$ cat src/rtl/pipe_hazard_ctrl_pkg.sv
// Shared types for the pipeline hazard controller: FSM states, forwarding
// selects and the bundle of per-buffer control strobes.
package pipe_hazard_ctrl_pkg;

   typedef enum logic [1:0] {
      ST_RUN      = 2'd0,
      ST_MEM_WAIT = 2'd1,
      ST_HALT     = 2'd2
   } state_e;

   typedef enum logic [1:0] {
      FWD_REG   = 2'b00,
      FWD_MEMWB = 2'b01,
      FWD_EXMEM = 2'b10
   } fwd_e;

   typedef struct packed {
      logic pc_en;
      logic ifid_en;
      logic idex_en;
      logic exmem_en;
      logic memwb_en;
      logic ifid_flush;
      logic idex_flush;
      logic exmem_flush;
      logic memwb_bubble;
      logic dmem_req;
   } ctrl_t;

   // Field order: pc, ifid, idex, exmem, memwb enables; three flushes; bubble; req.
   localparam ctrl_t CTRL_RESET   = '{1'b0, 1'b0, 1'b0, 1'b0, 1'b0, 1'b1, 1'b1, 1'b1, 1'b1, 1'b0};
   localparam ctrl_t CTRL_ADVANCE = '{1'b1, 1'b1, 1'b1, 1'b1, 1'b1, 1'b0, 1'b0, 1'b0, 1'b0, 1'b0};
   localparam ctrl_t CTRL_SQUASH  = '{1'b1, 1'b1, 1'b1, 1'b1, 1'b1, 1'b1, 1'b1, 1'b1, 1'b1, 1'b0};
   localparam ctrl_t CTRL_MEM_HOLD = '{1'b0, 1'b0, 1'b0, 1'b0, 1'b1, 1'b0, 1'b0, 1'b0, 1'b1, 1'b1};
   localparam ctrl_t CTRL_HALT    = '{1'b0, 1'b0, 1'b0, 1'b0, 1'b0, 1'b0, 1'b0, 1'b0, 1'b1, 1'b0};

   // True when a later stage will write the register the EX operand reads.
   function automatic logic produces(input logic reg_write, input logic [4:0] rd,
                                     input logic [4:0] src);
      return reg_write && (rd != 5'd0) && (rd == src);
   endfunction

endpackage

$ cat src/rtl/pipe_hazard_ctrl_fwd_unit.sv
// Combinational EX-stage forwarding selects and load-use hazard detection.
module fwd_unit
   import pipe_hazard_ctrl_pkg::*;
(
   input  logic [4:0] ifid_rs,
   input  logic [4:0] ifid_rt,
   input  logic [4:0] idex_rs,
   input  logic [4:0] idex_rt,
   input  logic       idex_mem_read,
   input  logic       exmem_reg_write,
   input  logic [4:0] exmem_rd,
   input  logic       memwb_reg_write,
   input  logic [4:0] memwb_rd,
   output logic [1:0] fwd_a,
   output logic [1:0] fwd_b,
   output logic       load_use
);

   // NOTE: every output gets a default at the top of always_comb so no path infers a latch.
   always_comb begin
      fwd_a = FWD_REG;
      fwd_b = FWD_REG;
      // EX/MEM is checked last so the younger producer wins.
      if (produces(memwb_reg_write, memwb_rd, idex_rs)) fwd_a = FWD_MEMWB;
      if (produces(exmem_reg_write, exmem_rd, idex_rs)) fwd_a = FWD_EXMEM;
      if (produces(memwb_reg_write, memwb_rd, idex_rt)) fwd_b = FWD_MEMWB;
      if (produces(exmem_reg_write, exmem_rd, idex_rt)) fwd_b = FWD_EXMEM;
   end

   assign load_use = idex_mem_read && (idex_rt != 5'd0) &&
                     ((idex_rt == ifid_rs) || (idex_rt == ifid_rt));

endmodule

$ cat src/rtl/pipe_hazard_ctrl.sv
// Pipeline sequencer: buffer enables/flushes, forwarding selects, load-use
// stalls, WB jump squash and a data-memory handshake with timeout.
module pipe_hazard_ctrl
   import pipe_hazard_ctrl_pkg::*;
#(
   parameter int MEM_TIMEOUT = 255,
   parameter int CNT_W       = 16
) (
   input  logic             clk,
   input  logic             rst_n,
   input  logic [4:0]       I_IFID_Rs,
   input  logic [4:0]       I_IFID_Rt,
   input  logic [4:0]       I_IDEX_Rs,
   input  logic [4:0]       I_IDEX_Rt,
   input  logic             I_IDEX_MemRead,
   input  logic             I_EXMEM_RegWrite,
   input  logic [4:0]       I_EXMEM_Rd,
   input  logic             I_EXMEM_MemAcc,
   input  logic             I_MEMWB_RegWrite,
   input  logic [4:0]       I_MEMWB_Rd,
   input  logic             I_Jump,
   input  logic             I_Dmem_Ack,
   output logic             O_Dmem_Req,
   output logic             O_PC_En,
   output logic             O_IFID_En,
   output logic             O_IDEX_En,
   output logic             O_EXMEM_En,
   output logic             O_MEMWB_En,
   output logic             O_IFID_Flush,
   output logic             O_IDEX_Flush,
   output logic             O_EXMEM_Flush,
   output logic             O_MEMWB_Bubble,
   output logic [1:0]       O_FwdA,
   output logic [1:0]       O_FwdB,
   output logic [CNT_W-1:0] O_Stall_Cnt,
   output logic             O_Timeout
);

   localparam int WAIT_W = (MEM_TIMEOUT < 1) ? 1 : $clog2(MEM_TIMEOUT + 1);

   state_e            state;
   logic [WAIT_W-1:0] wait_cnt;
   ctrl_t             ctrl;
   logic [1:0]        fwd_a;
   logic [1:0]        fwd_b;
   logic              load_use;

   fwd_unit u_fwd (
      .ifid_rs         (I_IFID_Rs),
      .ifid_rt         (I_IFID_Rt),
      .idex_rs         (I_IDEX_Rs),
      .idex_rt         (I_IDEX_Rt),
      .idex_mem_read   (I_IDEX_MemRead),
      .exmem_reg_write (I_EXMEM_RegWrite),
      .exmem_rd        (I_EXMEM_Rd),
      .memwb_reg_write (I_MEMWB_RegWrite),
      .memwb_rd        (I_MEMWB_Rd),
      .fwd_a           (fwd_a),
      .fwd_b           (fwd_b),
      .load_use        (load_use)
   );

   // rst_n gates the strobes directly so a mid-wait reset drops the request at once.
   always_comb begin
      ctrl = CTRL_ADVANCE;
      if (!rst_n) begin
         ctrl = CTRL_RESET;
      end else begin
         case (state)
            ST_RUN: begin
               if (I_Jump) begin
                  ctrl = CTRL_SQUASH;
               end else if (I_EXMEM_MemAcc) begin
                  ctrl          = I_Dmem_Ack ? CTRL_ADVANCE : CTRL_MEM_HOLD;
                  ctrl.dmem_req = 1'b1;
               end else if (load_use) begin
                  ctrl.pc_en      = 1'b0;
                  ctrl.ifid_en    = 1'b0;
                  ctrl.idex_flush = 1'b1;
               end
            end
            ST_MEM_WAIT: begin
               ctrl          = I_Dmem_Ack ? CTRL_ADVANCE : CTRL_MEM_HOLD;
               ctrl.dmem_req = 1'b1;
            end
            default: ctrl = CTRL_HALT;
         endcase
      end
   end

   assign O_PC_En        = ctrl.pc_en;
   assign O_IFID_En      = ctrl.ifid_en;
   assign O_IDEX_En      = ctrl.idex_en;
   assign O_EXMEM_En     = ctrl.exmem_en;
   assign O_MEMWB_En     = ctrl.memwb_en;
   assign O_IFID_Flush   = ctrl.ifid_flush;
   assign O_IDEX_Flush   = ctrl.idex_flush;
   assign O_EXMEM_Flush  = ctrl.exmem_flush;
   assign O_MEMWB_Bubble = ctrl.memwb_bubble;
   assign O_Dmem_Req     = ctrl.dmem_req;
   assign O_FwdA         = rst_n ? fwd_a : 2'b00;
   assign O_FwdB         = rst_n ? fwd_b : 2'b00;

   // NOTE: sequential state uses non-blocking assignments so every register samples pre-edge values.
   always_ff @(posedge clk or negedge rst_n) begin
      if (!rst_n) begin
         state       <= ST_RUN;
         wait_cnt    <= '0;
         O_Stall_Cnt <= '0;
         O_Timeout   <= 1'b0;
      end else begin
         case (state)
            ST_RUN: begin
               if (!I_Jump && I_EXMEM_MemAcc && !I_Dmem_Ack) begin
                  state    <= ST_MEM_WAIT;
                  wait_cnt <= WAIT_W'(1);
               end
            end
            ST_MEM_WAIT: begin
               if (I_Dmem_Ack) begin
                  state    <= ST_RUN;
                  wait_cnt <= '0;
               end else if (wait_cnt == WAIT_W'(MEM_TIMEOUT)) begin
                  state     <= ST_HALT;
                  O_Timeout <= 1'b1;
               end else begin
                  wait_cnt <= wait_cnt + WAIT_W'(1);
               end
            end
            default: state <= ST_HALT;
         endcase

         if (!ctrl.pc_en && (O_Stall_Cnt != '1)) begin
            O_Stall_Cnt <= O_Stall_Cnt + CNT_W'(1);
         end
      end
   end

endmodule

$ cat config.mk
export PLATFORM = sky130hd
export DESIGN_NAME = pipe_hazard_ctrl
export DESIGN_NICKNAME = d
export VERILOG_FILES = /design/src/rtl/pipe_hazard_ctrl_pkg.sv /design/src/rtl/pipe_hazard_ctrl_fwd_unit.sv /design/src/rtl/pipe_hazard_ctrl.sv
export SDC_FILE = /design/constraint.sdc
export NUM_CORES = 1
export LEC_CHECK = 0
export CAP_MARGIN = 10
export CORE_MARGIN = 2
export CORE_UTILIZATION = 45
export DETAILED_ROUTE_END_ITERATION = 6
export PLACE_DENSITY = 0.89
export SLEW_MARGIN = 5
export SYNTH_ARGS = -nofsm -noshare
export SYNTH_HDL_FRONTEND = slang
export SYNTH_SLANG_ARGS = --single-unit
$ cat constraint.sdc
create_clock -name clk -period 2.3 [get_ports clk]
set_input_delay 0.345 -clock clk [delete_from_list [all_inputs] [get_ports clk]]
set_output_delay 0.345 -clock clk [all_outputs]
set_load 0.05 [all_outputs]
==> impl_metrics.toml, run 1 <==
[setup_path]
cp_max_fo = 3
crit_required_ns = 1.96
critPathCaptureType = "output port"
arrival_ns = 1.94
crit_type = "in -> out"
critPathLaunchType = "input port"

[synth]
synth-xor-area-share_pct = 20.3
syn_nets = 250
syn_area_per_cell_um2 = 9.04
yosysUniqueCellTypes = 42
synthTopCellsByArea = "dfrtp_1, xnor2_1, xor2_1"
synth_warnings = 0
syn-cell-area_um2 = 1900
async_flop_share_pct = 100
yosys-top-cells-count = "dfrtp_1, xnor2_1, xor2_1"
synthFlopType = "dfrtp_1"
synth-seq-area-share_pct = 35.6
synth_top_family_by_area = "simple AND/OR/NAND/NOR gates"
synth-simple-area-share_pct = 25.3
synth_edf_count = 0
synth_most_common_cell = "dfrtp_1"
synth-compound-area-share_pct = 10.4
ys_ff_latch = 27
yosys.area_share.adder_pct = 1.32
syn_inst = 210
synth_top_area_share_pct = 35.6
synthMuxAreaShare_pct = 1.19
synth_area_leader_cell = "dfrtp_1"

[floorplan]
core_area_um2 = 4030
die_y_um = 69.0
start_util_pct = 47.1
die_w_um = 69.0
ios = 69
num_rows = 23
die-area_um2 = 4760

[route]
dr.pass1.iters = 4
post_drt_wl_per_cell_um = 16.8
vias_per_cell = 5.56
wirelength_um = 5980
ant_nets = 0
drt-initial-drc-count = 103
routed-via-count = 1979
drc = 0

[pwr]
ir_drop_mv = 1.05
p_int_w = 0.00129
p_seq_share_pct = 31.7
leakagePower_nw = 1.32
switching_share_pct = 47.3
power_per_cell_area_nw_per_um2 = 793
switchingPower_w = 0.00116
p_comb_share_pct = 57.1
clkPwrFrac_pct = 11.2

[placement]
dp_hpwl_um = 4200
pre_cts_ws_ns = -0.278
place_congestion = 0.875
portBuffers = 68

[cts]
cts_buffer_depth = 2
cts_root_buffer = "clkbuf_8"
htree_levels = 1
clk_pin_slew_ns = 0.09
clk_latency_ns = 0.27
numCtsBuffers = 3
cts_tree = "built"
clock_sink_count = 27

[global_routing]
use_met2_pct = 49.4
antenna_found_initial = 0
grt_pass1_wl_um = 9020
grt_pass1_vias = 1951
grt_max_degree = 23
grt_usage_pct = 25.8
grt_use_met3_pct = 4.55
met1_usage_pct = 27.8
grt-ovfl-total = 0
top_usage_layer = "met2"

[timing]
setup_viol = 0
drv_slew = 0
rsz0062_at_grt = "false"
skew_ns = 0.000674
worst_slack_ns = 0.0155
fin_crit_ns = 2.28
relSlewSlack_pct = 66.0
max_slew.worst_pin.slew_ns = 0.509
timing.setup.tns_ns = 0
hold_viol = 0
max_freq_mhz = 438
finalCritPeriodShare_pct = 99.3

[layout]
final.fill_count = 251
diodes = 0
nets = 347
area_delta_synth_final_pct = 62.4
drive_gt1_share_pct = 24.8

[hold_path]
min_path_type = "in -> async"

[flow_run]
maxCapViolCount = 0

[outcome]
status = "completed"
[kinds of logic after synthesis]
family                     after synthesis
xor gates and xnor gates                44
DFF                                     27
AOI/OAI and AO/OA                       31
muxes                                    2
and+or+nand+nor                         84
buffers and inverters                   20
adders and majority gates                2
[per-stage QoR]
stage	instances	area (µm²)	utilization, %	total power, W	hold WS [ns]
floorplan	210	1940	-	0.00161	0.0494
global placement	349	2970	73.8	0.00210	0.449
detailed placement	349	2970	73.8	0.00215	0.481
CTS	355	3070	76.1	0.00243	0.426
global route	356	3080	76.6	0.00257	0.419
finish	356	3080	76.6	0.00244	0.407
[state kept, by name, summed over array words and instances, names as in the netlist]
signal       cells
O_Stall_Cnt     16
wait_cnt         8
O_Timeout        1
state            2
[worst max-delay path: stages]
cell and delay [ns]:
clkdlybuf4s50_1 0.43, or4_4 0.50, nor2_4 0.16, nor3_2 0.08, a21boi_4 0.25, buf_12 0.17
[final cells by class]
| cell class | instances | area, µm² | area share (%) |
|---|---|---|---|
| clock buffers | 4 | 45.0 | 1.46 |
| inverters | 8 | 30.0 | 0.974 |
| multi-input cells | 163 | 1200 | 38.9 |
| flip-flops and latches | 27 | 678 | 22.0 |
| well taps | 50 | 62.6 | 2.03 |
| repair buffers | 104 | 1070 | 34.6 |
[power groups by stage]
stage,combinational (W),clock [W],sequential (W)
floorplan,0.000509,0,0.00110
global placement,0.00133,0,0.000769
detailed placement,0.00137,0,0.000778
CTS,0.00138,0.000274,0.000774
global route,0.00148,0.000289,0.000798
finish,0.00140,0.000273,0.000776
[cell usage in the layout, fill, tap and decap left out, drive strengths merged, types with 7 or more instances in the layout]
cell type,n
a21oi,7
buf,50
clkdlybuf4s50,39
dfrtp,27
dlygate4sd2,14
inv,8
nand2,12
nand3,15
nor2,11
nor3,12
nor4,7
o21ai,9
xnor2,23
xor2,21
[metal layers]
metal,up-vias,part of all wire (%)
met5,-,0
met4,0,2.6
met3,14,7.8
met2,88,51
met1,948,39
li1,929,-
[worst paths after layout]
kind,slack [ns],endpoint,startpoint,depth (start not counted)
hold reg to reg,0.50,O_Timeout$_DFFE_PN0P_,O_Timeout$_DFFE_PN0P_,1
max in group asynchronous,1.39,O_Stall_Cnt[0]$_DFFE_PN0P_,rst_n,3
setup / recovery,0.02,O_PC_En,I_IDEX_Rt[2],6
min in group clk,0.50,O_Timeout$_DFFE_PN0P_,O_Timeout$_DFFE_PN0P_,1
setup reg to reg,0.20,O_Stall_Cnt[1]$_DFFE_PN0P_,O_Stall_Cnt[0]$_DFFE_PN0P_,7
hold / removal,0.41,state[0]$_DFFE_PN0P_,rst_n,2
[repair_timing]
item | 4_1_cts | 5_1_grt
resized for setup | 23 | 3
hold buffers | 0 | 0
buffers inserted | 2 | 1
pin swaps | 10 | 5
endpoints found under the setup margin | 7 | 5
Note: power is estimated with default switching activity, not from simulation.
==> run 2, diff against run 1 <==
- GPL_TIMING_DRIVEN: unset -> 0
==> run 2 against run 1 <==
Critical path depth did not move. Global-route usage fell by 4.0 points. Non-clock buffer count fell by 25. Worst setup slack got worse by 0.0076 ns. Design area fell by 11%. Via count fell by 9.0%. Power fell by 4.7%. Clock power barely moved.
==> impl_metrics.toml, run 2 (synthesis gave the netlist of run 1 again) <==
[outcome]
status = "completed"

[global_routing]
grt_pass1_vias = 1679
antenna_found_initial = 0
grt_usage_pct = 21.8
grt-ovfl-total = 0
grt_max_degree = 17
grt_pass1_wl_um = 7740

[placement]
portBuffers = 63
dp_hpwl_um = 3720
place_congestion = 0.846

[setup_path]
crit_required_ns = 1.96
cp_max_fo = 3
critPathLaunchType = "input port"
arrival_ns = 1.95
crit_type = "in -> out"
critPathCaptureType = "output port"

[floorplan]
die_y_um = 69.0
die_w_um = 69.0
ios = 69
die-area_um2 = 4760
core_area_um2 = 4030
num_rows = 23
start_util_pct = 47.1

[route]
drc = 0
wirelength_um = 5100
drt-initial-drc-count = 77
routed-via-count = 1800
ant_nets = 0
vias_per_cell = 5.44
dr.pass1.iters = 4
post_drt_wl_per_cell_um = 15.4

[layout]
regMostFlops = "O_Stall_Cnt"
largest_reg_flops = 16
area_delta_synth_final_pct = 44.7
drive_gt1_share_pct = 18.1
top_regs = "O_Stall_Cnt: 16 flops, wait_cnt: 8 flops, state: 2 flops"
diodes = 0
final_cell_mix = "clkdlybuf4s50_1, dfrtp_1, xnor2_1"
final_util_pct = 68.2
mostFrequentLayoutCell = "clkdlybuf4s50_1"
nets = 322

[flow_run]
maxCapViolCount = 0

[pwr]
power_w = 0.00233
power_per_cell_area_nw_per_um2 = 848
ir_drop_mv = 0.890
leakagePower_nw = 1.14

[timing]
timing.setup.tns_ns = 0
finalCritPeriodShare_pct = 99.7
max_freq_mhz = 436
skew_ns = 0.00685
max_slew.worst_pin.slew_ns = 0.704
drv_slew = 0
hold_viol = 0
relSlewSlack_pct = 52.9
setup_viol = 0
fin_crit_ns = 2.29
rsz0062_at_grt = "true"

[cts]
cts_buffer_depth = 2
numCtsBuffers = 3
clk_pin_slew_ns = 0.10
clk_latency_ns = 0.27
clock_sink_count = 27
htree_levels = 1
cts_tree = "built"
cts_root_buffer = "clkbuf_8"

[hold_path]
min_path_type = "reg -> reg"
## run 2: cell types whose count changed in the layout (fill, tap and decap cells not counted), moves of 2 or more
cell | before | now
buf_2 | 0 | 8
buf_6 | 1 | 4
dlygate4sd2_1 | 14 | 11
dlygate4sd3_1 | 0 | 2
buf_12 | 13 | 0
buf_4 | 36 | 9
## run 2: what timing repair did
action,4_1_cts,5_1_grt
hold endpoints to repair,16,0
resized for setup,64,10
hold buffers,2,0
pin swaps,1,3
setup endpoints to repair,17,11
setup buffers,1,1
## run 2: metrics by stage
step                      setup slack (ns)  cell area (µm²)  hold slack [ns]  std cells
after floorplan                     0.0342             1940           0.0494        210
after global placement               -1.75             2630            0.449        323
after detailed placement            -0.867             2630            0.425        323
after CTS                           0.0200             2730            0.479        330
after global routing               -0.0702             2750            0.508        331
final                              0.00790             2750            0.474        331
## run 2: final timing paths
kind                                                  from                          end  slack [ns]  depth (start not counted)
worst max-delay path                         I_EXMEM_Rd[3]                    O_FwdA[0]       0.008                          6
worst min-delay path                 O_Timeout$_DFFE_PN0P_        O_Timeout$_DFFE_PN0P_        0.47                          1
worst max register to register  O_Stall_Cnt[0]$_DFFE_PN0P_   O_Stall_Cnt[1]$_DFFE_PN0P_        0.17                          7
worst min register to register       O_Timeout$_DFFE_PN0P_        O_Timeout$_DFFE_PN0P_        0.47                          1
max in group asynchronous                            rst_n   O_Stall_Cnt[1]$_DFFE_PN0P_        1.11                          2
min in group asynchronous                            rst_n  O_Stall_Cnt[12]$_DFFE_PN0P_        0.67                          2
## run 2: layout make-up
cell class                 count  area [µm²]
clock buffer                   3        41.3
buffer                        12        82.6
multi-input combinational    163        1200
timing repair buffer          67         641
clock inverter                 1        7.51
tap                           50        62.6
sequential                    27         678
fill                         340        1280
inverter                       8        30.0
## run 2: critical path, stage by stage
cell and delay (ns):
dlygate4sd2_1 0.29, or4_4 0.55, o21ai_4 0.21, nor4_4 0.08
nor4_4 0.29, buf_6 0.19
## run 2: power breakdown
part	total [W]	switching [W]	leakage (nW)	internal, W
clock	0.000271	0.000148	0.0217	0.000123
sequential	0.000762	0.000157	0.337	0.000606
combinational	0.00130	0.000814	0.782	0.000481
## run 2: per-layer routing
layer	vias to the layer above	track usage, %	share of wire [%]
li1	873	-	-
met1	854	25.4	41
met2	69	40.3	48
met3	4	5.19	9.9
met4	0	5.15	0.73
met5	-	0	0
==> run 3, diff against run 2 <==
- CORE_ASPECT_RATIO: unset -> 1.2
==> run 3 against run 2 <==
The run now ends with negative hold slack left. Flip-flop and latch count stayed put. Design area is 1.0% lower. Die area is essentially flat. Clock-buffer cell count increased by 1. Highest routed layer unchanged. Critical path type unchanged. Global-route usage fell by 0.59 points. Sequential power shrank 0.7%.
==> impl_metrics.toml, run 3 (synthesis gave the netlist of run 1 again) <==
[outcome]
status = "complete, but fails checks"
violations = "negative hold slack"

[placement]
pre_cts_ws_ns = -0.911
portBuffers = 63
dp_hpwl_um = 3770
place_area_um2 = 2630
place_congestion = 0.785

[timing]
rsz0062_at_grt = "false"
hold_viol = 14
relSlewSlack_pct = 65.3
max_freq_mhz = 444
whs_ns = -0.00623
setup_viol = 0
fin_crit_ns = 2.25
skew_ns = 0.00152
worst_slack_ns = 0.0481
max_slew.worst_pin.slew_ns = 0.519
finalCritPeriodShare_pct = 97.9
drv_slew = 0

[pwr]
ir_drop_mv = 0.903
p_seq_share_pct = 32.9
switching_share_pct = 47.8
clkPwrFrac_pct = 11.4
leakagePower_nw = 1.14
p_comb_share_pct = 55.7
switchingPower_w = 0.00110
p_int_w = 0.00120
power_per_cell_area_nw_per_um2 = 847

[setup_path]
critPathCaptureType = "output port"
critPathLaunchType = "input port"
path_depth = 5
critPathMaxStageDelay_ns = 0.54
startpoint = "I_IDEX_Rs[4]"
cp_max_fo = 2
cpLargestDelayFamily = "simple AND/OR/NAND/NOR gates"
crit_required_ns = 1.96
cp_cell_sequence = "clkdlybuf4s50_1 -> xor2_1 -> or4_4 -> nor4_4 -> buf_6"
worst_path_max_delay_cell = "or4_4"
reg2reg_depth = 7
crit_type = "in -> out"
r2r_start = "O_Stall_Cnt[0]$_DFFE_PN0P_"
ff2ff_setup_slack_ns = 0.14
endpoint = "O_FwdA[0]"
path_buf_inv = 2
arrival_ns = 1.91
r2r-end = "O_Stall_Cnt[1]$_DFFE_PN0P_"

[layout]
mostFrequentLayoutCell = "clkdlybuf4s50_1"
nets = 319
diodes = 0
drive_gt1_share_pct = 18.0
largest_reg_flops = 16
area_delta_synth_final_pct = 43.1
regMostFlops = "O_Stall_Cnt"
final.fill_count = 339
seqCellArea_um2 = 678
final_cell_mix = "clkdlybuf4s50_1, dfrtp_1, xnor2_1"
top_regs = "O_Stall_Cnt: 16 flops, wait_cnt: 8 flops, state: 2 flops"
fin_area_um2 = 2720
multiInputGateArea_um2 = 1210

[floorplan]
die_y_um = 75.2
die_w_um = 63.3
die-area_um2 = 4760
num_rows = 25
ios = 69
start_util_pct = 47.4
core_area_um2 = 4000

[global_routing]
grt_max_degree = 33
grt_pass1_vias = 1705
grt_pass1_wl_um = 7970
grt_usage_pct = 21.3
antenna_found_initial = 0
grt-ovfl-total = 0

[route]
vias_per_cell = 5.35
routed-via-count = 1776
dr.pass1.iters = 4
ant_nets = 0
drt-initial-drc-count = 61
post_drt_wl_per_cell_um = 15.3
drc = 0
wirelength_um = 5080

[cts]
cts_root_buffer = "clkbuf_8"
clk_pin_slew_ns = 0.09
clock_sink_count = 27
cts_buffer_depth = 2
htree_levels = 1
clk_latency_ns = 0.26
ctsHoldBuffers = 0
cts_tree = "built"
numCtsBuffers = 3

[flow_run]
maxCapViolCount = 0

[hold_path]
min_path_type = "in -> async"
-- run 3: worst register-to-register path: cells and delay by family, from the launching register on --
| kind | cells | cell delay, ns |
|---|---|---|
| and+or+nand+nor | 3 | 0.66 |
| adders and majority gates | 1 | 0.19 |
| AOI/OAI and AO/OA | 1 | 0.29 |
| buffers and inverters | 1 | 0.20 |
| DFF | 1 | 0.40 |
| muxes | 1 | 0.32 |
-- run 3: repair_timing --
item | CTS | global route
endpoints found under the setup margin | 15 | 8
pin swaps | 2 | 3
buffers inserted | 1 | 0
hold endpoints to repair | 0 | 0
gates resized for setup | 66 | 10
-- run 3: layout make-up --
class,instances,area share (%)
clock buffers,4,1.66
flip-flops and latches,27,24.9
inverters,8,1.10
multi-input cells,163,44.5
well taps,54,2.49
repair buffers,64,22.3
plain buffers,12,3.04
-- run 3: how the worst min path moves through the flow --
stage	from	end	slack [ns]	depth (start not counted)
floorplan	rst_n	O_Stall_Cnt[0]$_DFFE_PN0P_	0.05	0
global placement	O_Timeout$_DFFE_PN0P_	O_Timeout$_DFFE_PN0P_	0.45	1
detailed placement	rst_n	state[0]$_DFFE_PN0P_	0.42	1
CTS	rst_n	state[0]$_DFFE_PN0P_	0.008	1
global route	rst_n	O_Stall_Cnt[11]$_DFFE_PN0P_	0.02	1
finish	rst_n	state[0]$_DFFE_PN0P_	-0.006	1
-- run 3: routing by layer --
layer,global-route usage (%),share of wire [%]
met4,5.80,1.0
met5,0,0
met2,41.3,52
met1,24.7,42
met3,3.14,5.4
-- run 3: stage by stage --
stage	util (%)	TNS, ns	hold WS [ns]	instances	power (W)
after detailed placement	65.7	-6.56	0.423	327	0.00204
final	67.9	0	-0.00623	332	0.00230
after global routing	67.9	0	0.0200	332	0.00242
after floorplan	-	0	0.0494	210	0.00161
after global placement	65.8	-28.42	0.453	327	0.00202
after CTS	68.0	-0.0330	0.00832	332	0.00232
-- run 3: power by group through the flow --
stage          sequential [W]  clock (W)  combinational, W
2_1_floorplan         0.00110          0          0.000509
3_3_place_gp         0.000759          0           0.00126
3_5_place_dp         0.000763          0           0.00128
4_1_cts              0.000755   0.000270           0.00129
5_1_grt              0.000778   0.000289           0.00135
6_report             0.000757   0.000263           0.00128
